## src/rtl/regfile_write_arbiter.sv

```systemverilog
// Round-robin arbiter for the single register-bank write port, plus a clear
// sequencer that writes zero to registers 1..N-1 on command.
module regfile_write_arbiter #(
  parameter int N = 32,
  parameter int W = 16,
  parameter int R = 4
) (
  input  logic             clk,
  input  logic             rst,
  input  logic [R-1:0]     req,
  input  logic [R*5-1:0]   req_addr,
  input  logic [R*W-1:0]   req_data,
  output logic [R-1:0]     gnt,
  input  logic             clr_start,
  output logic             clr_busy,
  output logic             clr_done,
  output logic             wr_en,
  output logic [4:0]       wr_addr,
  output logic [W-1:0]     wr_data
);

  localparam int          PW        = (R > 1) ? $clog2(R) : 1;
  localparam logic [4:0]  LAST_ADDR = 5'(N - 1);

  typedef enum logic [1:0] {
    ST_IDLE,
    ST_CLEAR,
    ST_DONE
  } state_e;

  state_e         state_q, state_d;
  logic [PW-1:0]  rr_ptr_q, rr_ptr_d;
  logic [4:0]     cnt_q, cnt_d;
  logic           wr_en_q, wr_en_d;
  logic [4:0]     wr_addr_q, wr_addr_d;
  logic [W-1:0]   wr_data_q, wr_data_d;
  logic           clr_done_q, clr_done_d;

  logic           found;
  int unsigned    win_i;
  logic [PW-1:0]  win_idx;
  logic [4:0]     win_addr;
  logic [W-1:0]   win_data;
  logic           arb_en;

  // Search starts one past the last winner so every requester gets its turn.
  // NOTE: every variable assigned in always_comb gets a default first, so no
  // path leaves it unassigned and no latch is inferred.
  always_comb begin
    found = 1'b0;
    win_i = 0;
    for (int k = 1; k <= R; k++) begin
      if (!found && req[(int'(rr_ptr_q) + k) % R]) begin
        found = 1'b1;
        win_i = (int'(rr_ptr_q) + k) % R;
      end
    end
  end

  assign win_idx  = PW'(win_i);
  assign win_addr = req_addr[5*win_i +: 5];
  assign win_data = req_data[W*win_i +: W];

  // Grants only exist in IDLE when no clear is being started; reset blanks them.
  assign arb_en = rst && (state_q == ST_IDLE) && !clr_start;

  always_comb begin
    gnt = '0;
    if (arb_en && found) begin
      gnt[win_idx] = 1'b1;
    end
  end

  always_comb begin
    state_d    = state_q;
    rr_ptr_d   = rr_ptr_q;
    cnt_d      = cnt_q;
    wr_en_d    = 1'b0;
    wr_addr_d  = wr_addr_q;
    wr_data_d  = wr_data_q;
    clr_done_d = 1'b0;

    unique case (state_q)
      ST_IDLE: begin
        if (clr_start) begin
          cnt_d   = 5'd1;
          state_d = ST_CLEAR;
        end else if (found) begin
          rr_ptr_d  = win_idx;
          wr_addr_d = win_addr;
          wr_data_d = win_data;
          // Writes to register 0 are granted but never reach the bank.
          wr_en_d   = (win_addr != 5'd0);
        end
      end
      ST_CLEAR: begin
        wr_en_d   = 1'b1;
        wr_addr_d = cnt_q;
        wr_data_d = '0;
        cnt_d     = cnt_q + 5'd1;
        if (cnt_q == LAST_ADDR) begin
          state_d    = ST_DONE;
          clr_done_d = 1'b1;
        end
      end
      ST_DONE: begin
        state_d = ST_IDLE;
      end
      default: begin
        state_d = ST_IDLE;
      end
    endcase
  end

  // NOTE: sequential state uses non-blocking assignments so every flop samples
  // the pre-edge values regardless of statement order.
  always_ff @(posedge clk or negedge rst) begin
    if (!rst) begin
      state_q    <= ST_IDLE;
      rr_ptr_q   <= PW'(R - 1);
      cnt_q      <= 5'd1;
      wr_en_q    <= 1'b0;
      wr_addr_q  <= 5'd0;
      wr_data_q  <= '0;
      clr_done_q <= 1'b0;
    end else begin
      state_q    <= state_d;
      rr_ptr_q   <= rr_ptr_d;
      cnt_q      <= cnt_d;
      wr_en_q    <= wr_en_d;
      wr_addr_q  <= wr_addr_d;
      wr_data_q  <= wr_data_d;
      clr_done_q <= clr_done_d;
    end
  end

  assign clr_busy = (state_q != ST_IDLE);
  assign clr_done = clr_done_q;
  assign wr_en    = wr_en_q;
  assign wr_addr  = wr_addr_q;
  assign wr_data  = wr_data_q;

endmodule
```

## config.mk

```make
export PLATFORM = sky130hd
export DESIGN_NAME = regfile_write_arbiter
export DESIGN_NICKNAME = d
export VERILOG_FILES = /design/src/rtl/regfile_write_arbiter.sv
export SDC_FILE = /design/constraint.sdc
export NUM_CORES = 1
export LEC_CHECK = 0
export ABC_AREA = 1
export BUFFER_PORTS_ARGS = -buffer_cell sky130_fd_sc_hd__buf_2
export CORE_MARGIN = 1
export CORE_UTILIZATION = 46
export CTS_CLUSTER_SIZE = 16
export DETAILED_ROUTE_END_ITERATION = 12
export PLACE_DENSITY = 0.81
export SKIP_CTS_REPAIR_TIMING = 1
export SLEW_MARGIN = 40
export SYNTH_ARGS = -nofsm -noshare
export SYNTH_HDL_FRONTEND = slang
export SYNTH_SLANG_ARGS = --single-unit
```

## constraint.sdc

```tcl
create_clock -name clk -period 2.5 [get_ports clk]
set_clock_uncertainty 0.05 [all_clocks]
set_input_delay 0.125 -clock clk [delete_from_list [all_inputs] [get_ports clk]]
set_output_delay 0.125 -clock clk [all_outputs]
set_load 0.005 [all_outputs]
```

# After elaboration in Yosys (flattened, before gate mapping)
# Index checks and enable logic that the tools add are counted.
[totals] regBits=32 latch_bits=0 mem_bits_rw=0 romBits=0 input_bits=91 out_inout_bits=28 memories=0
[classes] add_sub_neg=5 mul=1 n_div=0 order_cmp=6 eq_ne=6 shifts=2 muxes=39 bitwise=5 reduce_logical=23
[ops] operator="$mux W32" n=4
[ops] operator="$shiftx A64 B33 Y16" n=1
[ops] operator="$shiftx A20 B33 Y5" n=1
[ops] operator="$mul A3 B32 Y32 const A" n=1
[ops] operator="$mux W16" n=2
[ops] operator="$pmux W16 S2" n=1
[ops] operator="$pmux W5 S2" n=2
[ops] operator="$mux W1" n=17
[ops] operator="$lt A3 B4 Y1 const B" n=4
[ops] operator="$mux W5" n=3
[ops] operator="$bmux W1 S2" n=4
[ops] operator="$ne A2 B2 Y1 const B" n=4
[ops] operator="$reduce_or A2 Y1" n=4
[ops] operator="$logic_and A1 B1 Y1" n=7
[ops] operator="$reduce_and A3 Y1" n=2
[ops] operator="$add A5 B1 Y5 const B" n=1
[ops] operator="$eq A5 B5 Y1 const B" n=1
[ops] operator="$reduce_bool A5 Y1" n=1
[ops] operator="$add A2 B1 Y2 const B" n=2
[ops] operator="$add A2 B2 Y2 const B" n=2
[ops] operator="$and A1 B1 Y1 const A" n=4
[ops] operator="$logic_not A1 Y1" n=4
[ops] operator="$mux W2" n=2
[ops] operator="$mux W4" n=1
[ops] operator="10 further kinds" n=12

# Longest topological paths before layout
[logic_depth] ltp_word=22 ltp_mapped=19 depth_no_buf=17

# Worst setup path before layout
# OpenSTA, ideal clock, no wires.
[synth_timing] path_type="register to register" startpoint="reg rr_ptr_q[0]" endpoint="reg wr_en_q (netlist: wr_en)" setup_ps=136 t_arrival_ps=1989 required_time_ps=2314 setup_slack_ps=326 stages_incl_launch_ff=19 n_path_buf=3 path_cell_list="dfstp_2 > buf_6 > inv_6 > buf_6 > nand2_4 > nand2_2 > nand2_1 > nand2_2 > nor2_4 > nand3_2 > nand3_2 > nand2_4 > buf_6 > nand3_1 > nand2_1 > nor2_1 > nand2_1 > nor2_1 > a21oi_1"
[synth_between] elab_chain_len=20
[synth_rtl] element="start, declared" line_no="32" text="logic [PW-1:0] rr_ptr_q, rr_ptr_d;"
[synth_rtl] element="start signal, assigned" line_no="120" text="rr_ptr_q <= PW'(R - 1);"
[synth_rtl] element="start signal, assigned" line_no="128" text="rr_ptr_q <= rr_ptr_d;"
[synth_rtl] element="$add A2 B1 Y2" line_no="53, 55"
[synth_rtl] element="$bmux W1 S2" line_no="53" text="if (!found && req[(int'(rr_ptr_q) + k) % R]) begin"
[synth_rtl] element="$mux W1 (not written as such) (2 in series)" line_no="53"
[synth_rtl] element="$mux W1" line_no="53"
[synth_rtl] element="$logic_not A1 Y1" line_no="53"
[synth_rtl] element="$logic_and A1 B1 Y1" line_no="53"
[synth_rtl] element="$mux W1" line_no="53"
[synth_rtl] element="$logic_not A1 Y1" line_no="53"
[synth_rtl] element="(+4 left out)"
[synth_rtl] element="$mux W32" line_no="53"
[synth_rtl] element="$mul A3 B32 Y32" line_no="61" text="assign win_addr = req_addr[5*win_i +: 5];"
[synth_rtl] element="$shiftx A20 B33 Y5" line_no="61"
[synth_rtl] element="$reduce_bool A5 Y1" line_no="93" text="wr_en_d = (win_addr != 5'd0);"
[synth_rtl] element="$mux W1 *" line_no="88" text="end else if (found) begin"
[synth_rtl] element="$mux W1 *" line_no="85" text="if (clr_start) begin"
[synth_rtl] element="$pmux W1 S2 *" line_no="83" text="unique case (state_q)"
[synth_rtl] element="named net wr_en_d" line_no="34" text="logic wr_en_q, wr_en_d;"
[synth_rtl] element="end signal, assigned" line_no="130" text="wr_en_q <= wr_en_d;"
[synth_rtl] element="end, declared" line_no="34"
# Mark *: on every way through the listed nets, which the timed path passes. The rest lies on a longest branch. The select of a mux whose other input is x is not followed.
# A chain may end at the register's enable or synchronous reset.

# Worst setup path in the final report
[layout_timing] startpoint="reg rr_ptr_q[0]" endpoint="out gnt[2]"
[layout_between] elab_chain_len=19
[layout_rtl] element="$add A2 B1 Y2" line_no="53, 55"
[layout_rtl] element="$bmux W1 S2" line_no="53"
[layout_rtl] element="$mux W1 (not written as such) (2 in series)" line_no="53"
[layout_rtl] element="$mux W1" line_no="53"
[layout_rtl] element="$logic_not A1 Y1" line_no="53"
[layout_rtl] element="$logic_and A1 B1 Y1" line_no="53"
[layout_rtl] element="$mux W1" line_no="53"
[layout_rtl] element="$logic_not A1 Y1" line_no="53"
[layout_rtl] element="(+2 left out)"
[layout_rtl] element="$logic_not A1 Y1" line_no="53"
[layout_rtl] element="$logic_and A1 B1 Y1" line_no="53"
[layout_rtl] element="$mux W32" line_no="53"
[layout_rtl] element="$lt A2 B3 Y1 (not written as such) / $ge A2 B1 Y1 (equally long branches)" line_no="70" text="gnt[win_idx] = 1'b1;"
[layout_rtl] element="$logic_and A1 B1 Y1 (not written as such)" line_no="70"
[layout_rtl] element="$mux W1 (not written as such)" line_no="70"
[layout_rtl] element="$demux W1 S2" line_no="70"
[layout_rtl] element="$mux W4 *" line_no="69" text="if (arb_en && found) begin"
[layout_rtl] element="end, declared" line_no="13" text="output logic [R-1:0] gnt,"
# Mark *: on every way between the ends. The rest lies on a longest branch, timed or not. The select of a mux whose other input is x is not followed.

==> results.yml <==
timing:
  drv_slew: 0
  hold_ws_ps: 91.0
  post-route-min-period_ps: 2410
  period_share: 0.965
  max_freq_ghz: 0.414
  relSlewSlack: 0.607
  tightestPinTransition_ps: 584
  finalSetupViolCount: 0
  finalHoldViolations: 0
  rsz0062_at_grt: "yes"
placement:
  portBuffers: 118
  gp_congestion: 0.863
  dp_hpwl_um: 5290
  placed_area_um2: 3020
pwr:
  ir_drop_mv: 0.822
  powerDensity_nw_per_um2: 1550
  power_frac_comb: 0.734
  switching_power_uw: 2630
  seq_power_share: 0.169
  p_leak_uw: 0.00182
  internal_power_uw: 2330
  p_sw_frac: 0.531
  clockPowerShare: 0.097
synth:
  ys_seq_elements: 32
  postSynthAreaPerCell_um2: 6.56
  synth_common_cells: "nand2_1 (178), dfrtp_1 (29), nor2_1 (24)"
  syn_nets: 452
  seq_area_frac_synth: 0.342
  synth.area.top_cells: "dfrtp_1 (31%), nand2_1 (28%), nand4_1 (5.8%)"
  yosysTopAreaCellShare: 0.308
  synth_cell_type_count: 29
  synth_edf_count: 0
  async_reset_ff_frac: 1.00
  ys_warn_count: 0
  syn_area_um2: 2350
  yosys.area.top_type: "dfrtp_1"
  yosysMostFrequentCell: "nand2_1"
  netlist_instances: 359
  synthFlopType: "dfrtp_1"
global_route:
  grt_max_degree: 33
  grt_pass1_wl_um: 10500
  grt_overflow: 0
  grt_pass1_vias: 2364
  antenna_found_initial: 0
  grt_usage: 0.256
worst_setup_path:
  crit_path_max_fanout: 6
  arrival_ps: 2240
  cp.required_ps: 2330
  slowest_delay_ps: 610
  crit_family: "simple AND/OR/NAND/NOR gates"
  worst_setup_path_end_kind: "output port"
  crit_path_top_delay_cell: "dfstp_2"
  crit_top_cell: "nand2_2"
  critPathKind: "reg2out"
  crit_chain: "buf_2 -> nand2_1 -> nand2_2 -> nand2_1 -> nand2_2 -> nor2_4 -> nand4_1 -> nand3_2 -> nor2_4 -> nand2_2 -> nor3_1 -> buf_2"
  crit_buf_inv: 2
  start_kind: "flop"
die:
  start_util: 0.489
  die_area_um2: 5410
  core_um2: 4820
  fp.dieW_um: 73.5
  std_cell_rows: 25
  die_h_um: 73.5
  io_pins: 119
finish:
  final_cell_area_um2: 3200
  diodes: 0
  layout.nets: 576
  fin_util: 0.663
  area_delta_synth_final_pct: 35.8
  drive_above_1_share: 0.349
cts:
  cts.htree.levels: 2
  tritoncts: "built"
  root_buffer: "clkbuf_8"
  numClockSinks: 32
  numCtsBuffers: 5
  clk_pin_slew_ps: 70
  clock_latency_ps: 280
  clock_path_buffers: 2
status:
  status: "complete, no violations"
drt:
  wire_per_inst_um: 12.7
  drc_errors: 0
  detail-route-antenna-nets: 0
  vias: 2741
  dr.pass1.iters: 4
  drt-initial-drc-count: 155
  wl_um: 6980
  viasPerCell: 4.97
run:
  cap_violations: 0
min_path:
  hp-class: "in2reg"
==> sequential cells by signal (all words and copies together), names as in the netlist <==
register and flops:
state_q 2, clr_done 1, wr_en 1, rr_ptr_q 2, wr_addr 5, cnt_q 5, wr_data 16
==> layout make-up <==
class,count,area (µm²)
repair buffers,129,711
inverters,24,100
clock buffers,6,72.6
fillers,443,1620
flip-flops and latches,32,805
clock inverters,2,35.0
well taps,67,83.8
multi-input cells,291,1390
==> power groups by stage <==
| stage | logic [µW] | clock network [µW] | registers (µW) |
|---|---|---|---|
| after floorplan | 2660 | 0 | 819 |
| after global placement | 3340 | 0 | 839 |
| after detailed placement | 3420 | 0 | 846 |
| after CTS | 3440 | 495 | 837 |
| after global routing | 4070 | 522 | 859 |
| final | 3640 | 483 | 839 |
==> through the flow <==
stage / instances / setup WS, ps / power (µW) / TNS [ps]
after global routing: 551 / -63.6 / 5460 / -238
after detailed placement: 539 / 81.4 / 4270 / 0
after CTS: 547 / -37.4 / 4770 / -103
after global placement: 539 / 156 / 4180 / 0
after floorplan: 359 / 326 / 3480 / 0
final: 551 / 86.6 / 4960 / 0
==> logic make-up (layout without fill, tap and decap cells) <==
logic type               Yosys count  after routing  share of synthesized area
AO/OA/AOI/OAI                     24             24                     0.0553
adder cells (fa/ha/maj)            2              2                     0.0106
buffers and inverters             36            161                     0.0835
flip-flops                        32             32                      0.342
AND/OR/NAND/NOR                  265            265                      0.509
==> final timing paths <==
path	cells past startpoint	endpoint	slack [ps]	start
worst max-delay path	12	gnt[2]	90	rr_ptr_q[0]$_DFFE_PN1P_
worst min-delay path	5	wr_data[7]$_DFFE_PN0P_	90	req_data[23]
worst max register to register	13	wr_en$_DFF_PN0_	150	rr_ptr_q[0]$_DFFE_PN1P_
worst min register to register	2	wr_data[10]$_DFFE_PN0P_	430	wr_data[10]$_DFFE_PN0P_
max in group asynchronous	3	rr_ptr_q[1]$_DFFE_PN1P_	1640	rst
min in group asynchronous	3	wr_data[11]$_DFFE_PN0P_	430	rst
==> metal layers <==
layer  global-route usage  vias to the layer above  wire length [µm]
li1                     -                     1395                 -
met1                0.314                     1225              3030
met2                0.431                      111              3320
met3               0.0700                       10               531
met4               0.0919                        0               101
met5                    0                        -                 0
==> layout by cell type, fill, tap and decap left out, drive strengths merged <==
cell,count
nand2,191
buf,128
dfrtp,29
nor2,28
inv,24
nand4,23
nand3,19
o21ai,14
a21oi,7
clkbuf,6
nor3,4
dfstp,3
ha,2
a31oi,1
a32o,1
a22o,1
bufinv,1
clkinv,1
dlygate4sd3,1
==> worst reg2reg max path, cell delays in order (launching register included) <==
cell     delay [ps]
dfstp_2         610
buf_2           160
nand2_1          60
nand3_1         100
nand2_2          90
nor2_4          170
nand4_1         170
nand3_4         180
buf_4           150
nand3_1         100
nand4_1          90
nand2_1          60
nor2_1          160
a21oi_1          90
(Power assumes the default switching activity.)
